### src/rtl/dma_burst_writer.sv
// Purpose : executes one DMA burst: reads up to MAX_BURST dwords from the memory bus and writes them to video BRAM.
// Latency : accept->mem_req 1 cycle, beat->BRAM write 1 cycle, last beat->ack 2 cycles, zero-length accept->ack 1 cycle.
// Backpress: mem_req is held until mem_gnt; gaps in mem_rvalid stall the beat counter; the upstream request waits for ack.
//
// Ports
//   i_clk, i_rst            : single rising-edge clock, synchronous active-high reset
//   i_fetch_data            : burst request level, held by upstream until o_ack_fetch_data
//   i_src_addr / i_dst_addr : byte addresses of the burst; the two LSBs are ignored
//   i_burst_len             : requested dword count, clipped to MAX_BURST
//   o_ack_fetch_data        : one-cycle completion pulse
//   o_busy                  : high whenever the engine is not idle
//   o_mem_req/o_mem_addr/o_mem_len, i_mem_gnt : read request, held until granted
//   i_mem_rvalid/i_mem_rdata: returning read beats
//   o_videomem_we/o_videomem_addr/o_videomem_wdata : BRAM write port (dword addressed)

module dma_burst_writer #(
    parameter int SRC_ADDR_WIDTH = 16,
    parameter int DST_ADDR_WIDTH = 18,
    parameter int DATA_WIDTH     = 32,
    parameter int MAX_BURST      = 8
) (
    input  logic                        i_clk,
    input  logic                        i_rst,
    // command side
    input  logic                        i_fetch_data,
    input  logic [SRC_ADDR_WIDTH-1:0]   i_src_addr,
    input  logic [DST_ADDR_WIDTH-1:0]   i_dst_addr,
    input  logic [15:0]                 i_burst_len,
    output logic                        o_ack_fetch_data,
    output logic                        o_busy,
    // memory read bus
    output logic                        o_mem_req,
    output logic [SRC_ADDR_WIDTH-1:0]   o_mem_addr,
    output logic [3:0]                  o_mem_len,
    input  logic                        i_mem_gnt,
    input  logic                        i_mem_rvalid,
    input  logic [DATA_WIDTH-1:0]       i_mem_rdata,
    // video BRAM write port
    output logic                        o_videomem_we,
    output logic [DST_ADDR_WIDTH-3:0]   o_videomem_addr,
    output logic [DATA_WIDTH-1:0]       o_videomem_wdata
);

    localparam int          VADDR_W     = DST_ADDR_WIDTH - 2;
    localparam logic [15:0] MAX_BURST_W = 16'(MAX_BURST);
    localparam logic [3:0]  MAX_BURST_L = 4'(MAX_BURST);

    typedef enum logic [2:0] {
        S_IDLE  = 3'd0,
        S_REQ   = 3'd1,
        S_DATA  = 3'd2,
        S_FLUSH = 3'd3,
        S_ACK   = 3'd4
    } state_t;

    state_t                     r_state;
    state_t                     w_next_state;

    // latched command
    logic [SRC_ADDR_WIDTH-1:0]  r_mem_addr;
    logic [3:0]                 r_len;
    logic [VADDR_W-1:0]         r_dst_dw;
    logic [3:0]                 r_cnt;

    // rearm flag: a request must be seen low before it can start another burst
    logic                       r_armed;

    // registered outputs
    logic                       r_ack;
    logic                       r_busy;
    logic                       r_mem_req;
    logic                       r_we;
    logic [VADDR_W-1:0]         r_vaddr;
    logic [DATA_WIDTH-1:0]      r_wdata;

    // combinational controls
    logic                       w_accept;
    logic                       w_beat;
    logic [3:0]                 w_len;
    logic                       w_last_beat;

    // Byte-lane bits of the addresses carry no meaning for a dword engine.
    logic                       w_unused_lsbs;
    assign w_unused_lsbs = &{1'b0, i_src_addr[1:0], i_dst_addr[1:0]};

    // Clip the requested length to what one bus burst can carry.
    assign w_len       = (i_burst_len > MAX_BURST_W) ? MAX_BURST_L : i_burst_len[3:0];
    assign w_last_beat = (r_cnt == (r_len - 4'd1));

    //--------------------------------------------------------------------
    // Next-state logic
    //--------------------------------------------------------------------
    always_comb begin
        w_next_state = r_state;
        w_accept     = 1'b0;
        w_beat       = 1'b0;

        case (r_state)
            S_IDLE: begin
                if (i_fetch_data && r_armed) begin
                    w_accept     = 1'b1;
                    w_next_state = (w_len == 4'd0) ? S_ACK : S_REQ;
                end
            end
            S_REQ: begin
                if (i_mem_gnt) begin
                    w_next_state = S_DATA;
                end
            end
            S_DATA: begin
                // Beats are only taken here; the FSM leaves DATA on the last
                // one, so any surplus beats land in FLUSH/ACK and are dropped.
                if (i_mem_rvalid) begin
                    w_beat = 1'b1;
                    if (w_last_beat) begin
                        w_next_state = S_FLUSH;
                    end
                end
            end
            S_FLUSH: begin
                w_next_state = S_ACK;
            end
            S_ACK: begin
                w_next_state = S_IDLE;
            end
            default: begin
                w_next_state = S_IDLE;
            end
        endcase
    end

    //--------------------------------------------------------------------
    // State and datapath registers
    //--------------------------------------------------------------------
    always_ff @(posedge i_clk) begin
        if (i_rst) begin
            r_state    <= S_IDLE;
            r_mem_addr <= '0;
            r_len      <= '0;
            r_dst_dw   <= '0;
            r_cnt      <= '0;
            r_armed    <= 1'b1;
            r_ack      <= 1'b0;
            r_busy     <= 1'b0;
            r_mem_req  <= 1'b0;
            r_we       <= 1'b0;
            r_vaddr    <= '0;
            r_wdata    <= '0;
        end else begin
            r_state   <= w_next_state;

            // Status outputs are decoded from the next state so they line
            // up with the state they describe without a combinational path.
            r_busy    <= (w_next_state != S_IDLE);
            r_mem_req <= (w_next_state == S_REQ);
            r_ack     <= (w_next_state == S_ACK);
            r_we      <= w_beat;

            // A low sample always rearms, even in the ack cycle, so an
            // upstream that drops early is not locked out.
            if (!i_fetch_data) begin
                r_armed <= 1'b1;
            end else if (r_state == S_ACK) begin
                r_armed <= 1'b0;
            end

            if (w_accept) begin
                r_mem_addr <= {i_src_addr[SRC_ADDR_WIDTH-1:2], 2'b00};
                r_len      <= w_len;
                r_dst_dw   <= i_dst_addr[DST_ADDR_WIDTH-1:2];
                r_cnt      <= '0;
            end

            // BRAM address wraps naturally at the dword address width.
            if (w_beat) begin
                r_vaddr <= r_dst_dw + VADDR_W'(r_cnt);
                r_wdata <= i_mem_rdata;
                r_cnt   <= r_cnt + 4'd1;
            end
        end
    end

    assign o_ack_fetch_data = r_ack;
    assign o_busy           = r_busy;
    assign o_mem_req        = r_mem_req;
    assign o_mem_addr       = r_mem_addr;
    assign o_mem_len        = r_len;
    assign o_videomem_we    = r_we;
    assign o_videomem_addr  = r_vaddr;
    assign o_videomem_wdata = r_wdata;

endmodule

### config.mk
export PLATFORM = sky130hd
export DESIGN_NAME = dma_burst_writer
export DESIGN_NICKNAME = d
export VERILOG_FILES = /design/src/rtl/dma_burst_writer.sv
export SDC_FILE = /design/constraint.sdc
export NUM_CORES = 1
export LEC_CHECK = 0
export CAP_MARGIN = 10
export CELL_PAD_IN_SITES_DETAIL_PLACEMENT = 1
export CELL_PAD_IN_SITES_GLOBAL_PLACEMENT = 2
export CORE_UTILIZATION = 23
export CTS_CLUSTER_SIZE = 14
export DETAILED_ROUTE_END_ITERATION = 7
export HOLD_SLACK_MARGIN = 0.15
export PLACE_DENSITY = 0.91
export SLEW_MARGIN = 5
export SYNTH_ARGS = -nofsm -noshare
export SYNTH_HDL_FRONTEND = slang
export SYNTH_SLANG_ARGS = --single-unit
### constraint.sdc
create_clock -name i_clk -period 2.33 [get_ports i_clk]
set_input_delay 0.5825 -clock i_clk [delete_from_list [all_inputs] [get_ports i_clk]]
set_output_delay 0.5825 -clock i_clk [all_outputs]
set_load 0.01 [all_outputs]
# [Word level (Yosys, flattened, before mapping)]
# Index checks and enable logic that the tools add are counted.
[totals] output_inout_bits=72 register_bits=94 word_cells=43
[classes] add_sub_neg=3 order_cmp=1 bitwise_logic=1 n_mux=13 n_eq_ne=7 reduce_logical=6
[ops] operator="adder 16 x 4 -> 16 bit" count=1
[ops] operator="> comparator 16 x 4 -> 1 bit (second input constant)" count=1
[ops] operator="two-way mux 3 bit" count=5
[ops] operator="two-way mux 4 bit" count=3
[ops] operator="one-hot mux 3 bit (4 select lines)" count=1
[ops] operator="== test 3 x 1 -> 1 bit (second input constant)" count=2
[ops] operator="== test 3 x 2 -> 1 bit (second input constant)" count=2
[ops] operator="== test 3 bit (second input constant)" count=2
[ops] operator="adder 4 x 1 -> 4 bit (second input constant)" count=1
[ops] operator="== test 4 bit" count=1
[ops] operator="zero test 4 bit" count=1
[ops] operator="two-way mux 1 bit" count=4
[ops] operator="subtractor 4 x 1 -> 4 bit (second input constant)" count=1
[ops] operator="zero test 3 bit" count=1
[ops] operator="nonzero test 3 bit" count=1
[ops] operator="nonzero test 2 bit" count=1
[ops] operator="OR reduction 2 bit" count=1
[ops] operator="logical AND 1 bit" count=1
[ops] operator="inverter 1 bit" count=1

# [Depth between registers and ports, before layout]
# Gate-level depths: netlist (run 1).
[depth] ltp_word=7 ltp_mapped=8

# [Worst setup path before layout (run 1)]
# Ideal clock, no wire load.
[synth_timing] path_kind="register -> register" start="register r_cnt[0]" end="register r_vaddr[8], in the netlist o_videomem_addr[8]" stages_incl_launch_ff=9 n_path_buf=0 synth_period_minus_slack_ns=1.929 setup_slack_ns=0.401 arrival_time_ns=1.844 required_time_ns=2.244 cell_sequence="dfxtp_1 -> ha_1 -> inv_1 -> fa_1 -> nand2b_1 -> a21oi_1 -> and3_1 -> xnor2_1 -> a211oi_1"
[synth_via] elab_chain_len=1
[synth_lines] element="start, declared" line_no="63" rtl="logic [3:0] r_cnt;"
[synth_lines] element="start signal, assigned" line_no="178" rtl="r_cnt <= r_cnt + 4'd1;"
[synth_lines] element="adder 16 x 4 -> 16 bit" line_no="176" rtl="r_vaddr <= r_dst_dw + VADDR_W'(r_cnt);"
[synth_lines] element="end signal, assigned" line_no="176"
[synth_lines] element="end, declared" line_no="73" rtl="logic [VADDR_W-1:0] r_vaddr;"
# No other way between the ends.
# A chain may end at the register's enable or synchronous reset.

# [Worst setup path in the final report (run 1)]
[layout_timing] start="register r_cnt[0]" end="register r_vaddr[10], in the netlist o_videomem_addr[10]"
# Same word-level chain as after synthesis.

==> impl_metrics.yaml, run 1 <==
sta:
  grt_setup_unrepaired: "false"
  skew_ns: 0.00655
  max_freq_ghz: 0.467
  period_needed_ns: 2.14
  final.setup.tns_ns: 0
  timing.final.crit_share_pct: 91.9
  finalMaxSlewViolations: 0
  hold_viol_final: 0
  setup-violations-final: 0
setup_path:
  start_kind: "register"
  critPathRequiredTime_ns: 2.58
  crit_path_max_incr_delay_ns: 0.41
  r2r_slack_ns: 0.19
  r2r-start: "r_cnt[0]"
  cp-startpoint: "r_cnt[0]"
  crit_fanout: 3
  crit_path_end_kind: "register"
  path_class: "reg2reg"
  slowest_stage: "fa_1"
  crit_chain: "ha_1 > inv_1 > fa_1 > nand2b_1 > a21oi_1 > nand2_1 > xor2_1 > a211oi_1"
  crit_arrival_ns: 2.39
cells_and_area:
  final_cell_mix: "151 x clkdlybuf4s50_1, 137 x nand2_1, 94 x dfxtp_1"
  num_antenna_cells: 0
  final_common_cell: "clkdlybuf4s50_1"
  layout.cells.non_filler: 833
  stdcell_area_um2: 5870
  synthToLayoutAreaGrowth_pct: 54.7
  drive_gt1_share_pct: 5.19
  nets: 706
grt:
  grt_max_degree: 46
  grt_remaining_overflow: 0
  grt_pass1_vias: 3761
  grt_pass1_wl_um: 18400
  track_usage_pct: 14.0
  antenna_found_initial: 0
clock_tree:
  cts.reportedPaths.clkPinSlew_ns: 0.07
  post_cts.resized_instances: 0
  tritoncts: "yes"
  insertion_delay_ns: 0.33
  post_cts_buffers: 0
  holdBufCountCts: 0
  cts_sinks: 94
  cts-root-buf: "clkbuf_16"
  cts_buffers: 9
  cts_buffer_depth: 2
  htreeDepth: 3
worst_hold_path:
  min_path_type: "reg2reg"
  hp-start: "o_videomem_wdata[5]"
yosys:
  syn_area_um2: 3790
  yosysWarnings: 0
  synth_edf_count: 0
  ys_seq_area_share_pct: 49.6
  postSynthAreaPerCell_um2: 8.11
  ys_async_sr_fraction_pct: 0
  yosys.cell_types.count: 40
  synth_flop_cell: "dfxtp_1"
  ys_seq_elements: 94
  netlist_instances: 468
drt:
  first_pass_iters: 4
  via_count: 3711
  drt_iter0_drc: 79
  drtAntennaViolNets: 0
  route.detailed.drc: 0
  vias_per_cell: 4.45
  drt_wl_total_um: 12000
  wl_per_cell_um: 14.4
pwr:
  p_leak_nw: 2.04
  p_total_mw: 3.80
  irDropWorstVdd_mv: 0.316
  p_per_area_nw_per_um2: 647
placed_design:
  dpl.hpwl_um: 9050
  port_buffers: 152
  dp_cells: 817
  globalplace.congestion: 0.773
  place_area_um2: 5550
floorplan:
  fp-row-count: 46
  io_pins: 159
  initial_utilization_pct: 23.7
  die_w_um: 130
  die_h_um: 130
  die-area_um2: 17000
  core_um2: 16000
run_status:
  status: "complete, no violations"
job:
  maxCapViolCount: 0
cell type report:
class / instances / area (um^2)
Clock buffer: 14 / 284
Tap cell: 216 / 270
Inverter: 6 / 22.5
Fill cell: 1924 / 10100
Multi-Input combinational cell: 337 / 1740
Timing Repair Buffer: 164 / 1630
Clock inverter: 2 / 37.5
Sequential cell: 94 / 1880
per-layer routing:
metal  vias to the layer above  share of wire [%]  GRT usage [%]  routed length [um]
met3                        13                6.7           3.58                 799
met5                         -                  0              0                   0
met2                        99                 49           25.3                5900
li1                       1839                  -              -                   -
met4                         0                1.6           5.34                 195
met1                      1760                 43           15.7                5110
cells in the mapped netlist (4+ instances only):
library cell / number / area, um^2
nor2_1: 27 / 101
inv_1: 6 / 22.5
nor3_1: 7 / 35.0
nand4_1: 4 / 25.0
buf_4: 5 / 37.5
xor2_1: 10 / 87.6
a211oi_1: 14 / 105
xnor2_1: 9 / 78.8
buf_2: 12 / 60.1
nand2_1: 137 / 514
ha_1: 6 / 75.1
clkbuf_1: 15 / 56.3
dfxtp_1: 94 / 1880
nand3_1: 8 / 40.0
a22oi_1: 4 / 30.0
nor4_1: 5 / 31.3
a21oi_1: 70 / 350
logic make-up (layout without fill, tap and decap cells):
| family | count (synthesis) | after routing | share of synthesized area [%] |
|---|---|---|---|
| AO/OA/AOI/OAI | 100 | 100 | 15.1 |
| XOR/XNOR | 19 | 19 | 4.39 |
| adder cells (fa/ha/maj) | 7 | 7 | 2.51 |
| buffers and inverters | 38 | 186 | 4.65 |
| flip-flops | 94 | 94 | 49.6 |
| multiplexers | 1 | 1 | 0.264 |
| other | 1 | 2 | 0.0988 |
| AND/OR/NAND/NOR | 208 | 208 | 23.4 |
worst paths after layout:
path                          to  depth (start not counted)
min reg2reg  o_videomem_wdata[5]                          2
max reg2reg  o_videomem_addr[10]                          8
min          o_videomem_wdata[5]                          2
max          o_videomem_addr[10]                          8
per-stage QoR:
stage	hold WS (ns)	setup WS [ns]	utilization [%]
CTS	0.458	0.162	36.7
floorplan	0.441	0.401	-
global route	0.477	0.0325	36.7
finish	0.455	0.190	36.7
global placement	0.442	0.167	34.7
detailed placement	0.448	0.114	34.7
worst max-delay path, delay by kind of cell, from the launching register on:
family	cells	cell delay, ns
xor+xnor	1	0.16
simple gates	2	0.31
fa+ha+maj	2	0.61
buf+inv	1	0.06
compound gates	2	0.54
flops	1	0.36
report_power, final:
group | leakage, nW | total [mW] | internal [mW] | switching (mW)
Combinational | 1.12 | 0.511 | 0.280 | 0.230
Sequential | 0.764 | 1.73 | 1.68 | 0.0505
Clock | 0.155 | 1.56 | 0.950 | 0.611
flip-flops by register name, indices dropped and copies added (netlist names):
register	count
o_videomem_addr	16
o_mem_addr	14
o_mem_len	4
o_videomem_we	1
r_cnt	4
r_dst_dw	16
o_mem_req	1
o_ack_fetch_data	1
o_videomem_wdata	32
r_armed	1
r_state	3
o_busy	1
Note: power is estimated with default switching activity, not from simulation.
==> inputs of run 2 (changes only) <==
- CTS_CLUSTER_SIZE: 14 -> 25
==> results of run 2 <==
Same layout as run 1: the final DEF is identical, and so are final timing and power.
==> inputs of run 3 (changes only) <==
- SLEW_MARGIN: 5 -> not set
==> results of run 3 <==
Same layout as run 1: the final DEF is identical, and so are final timing and power.
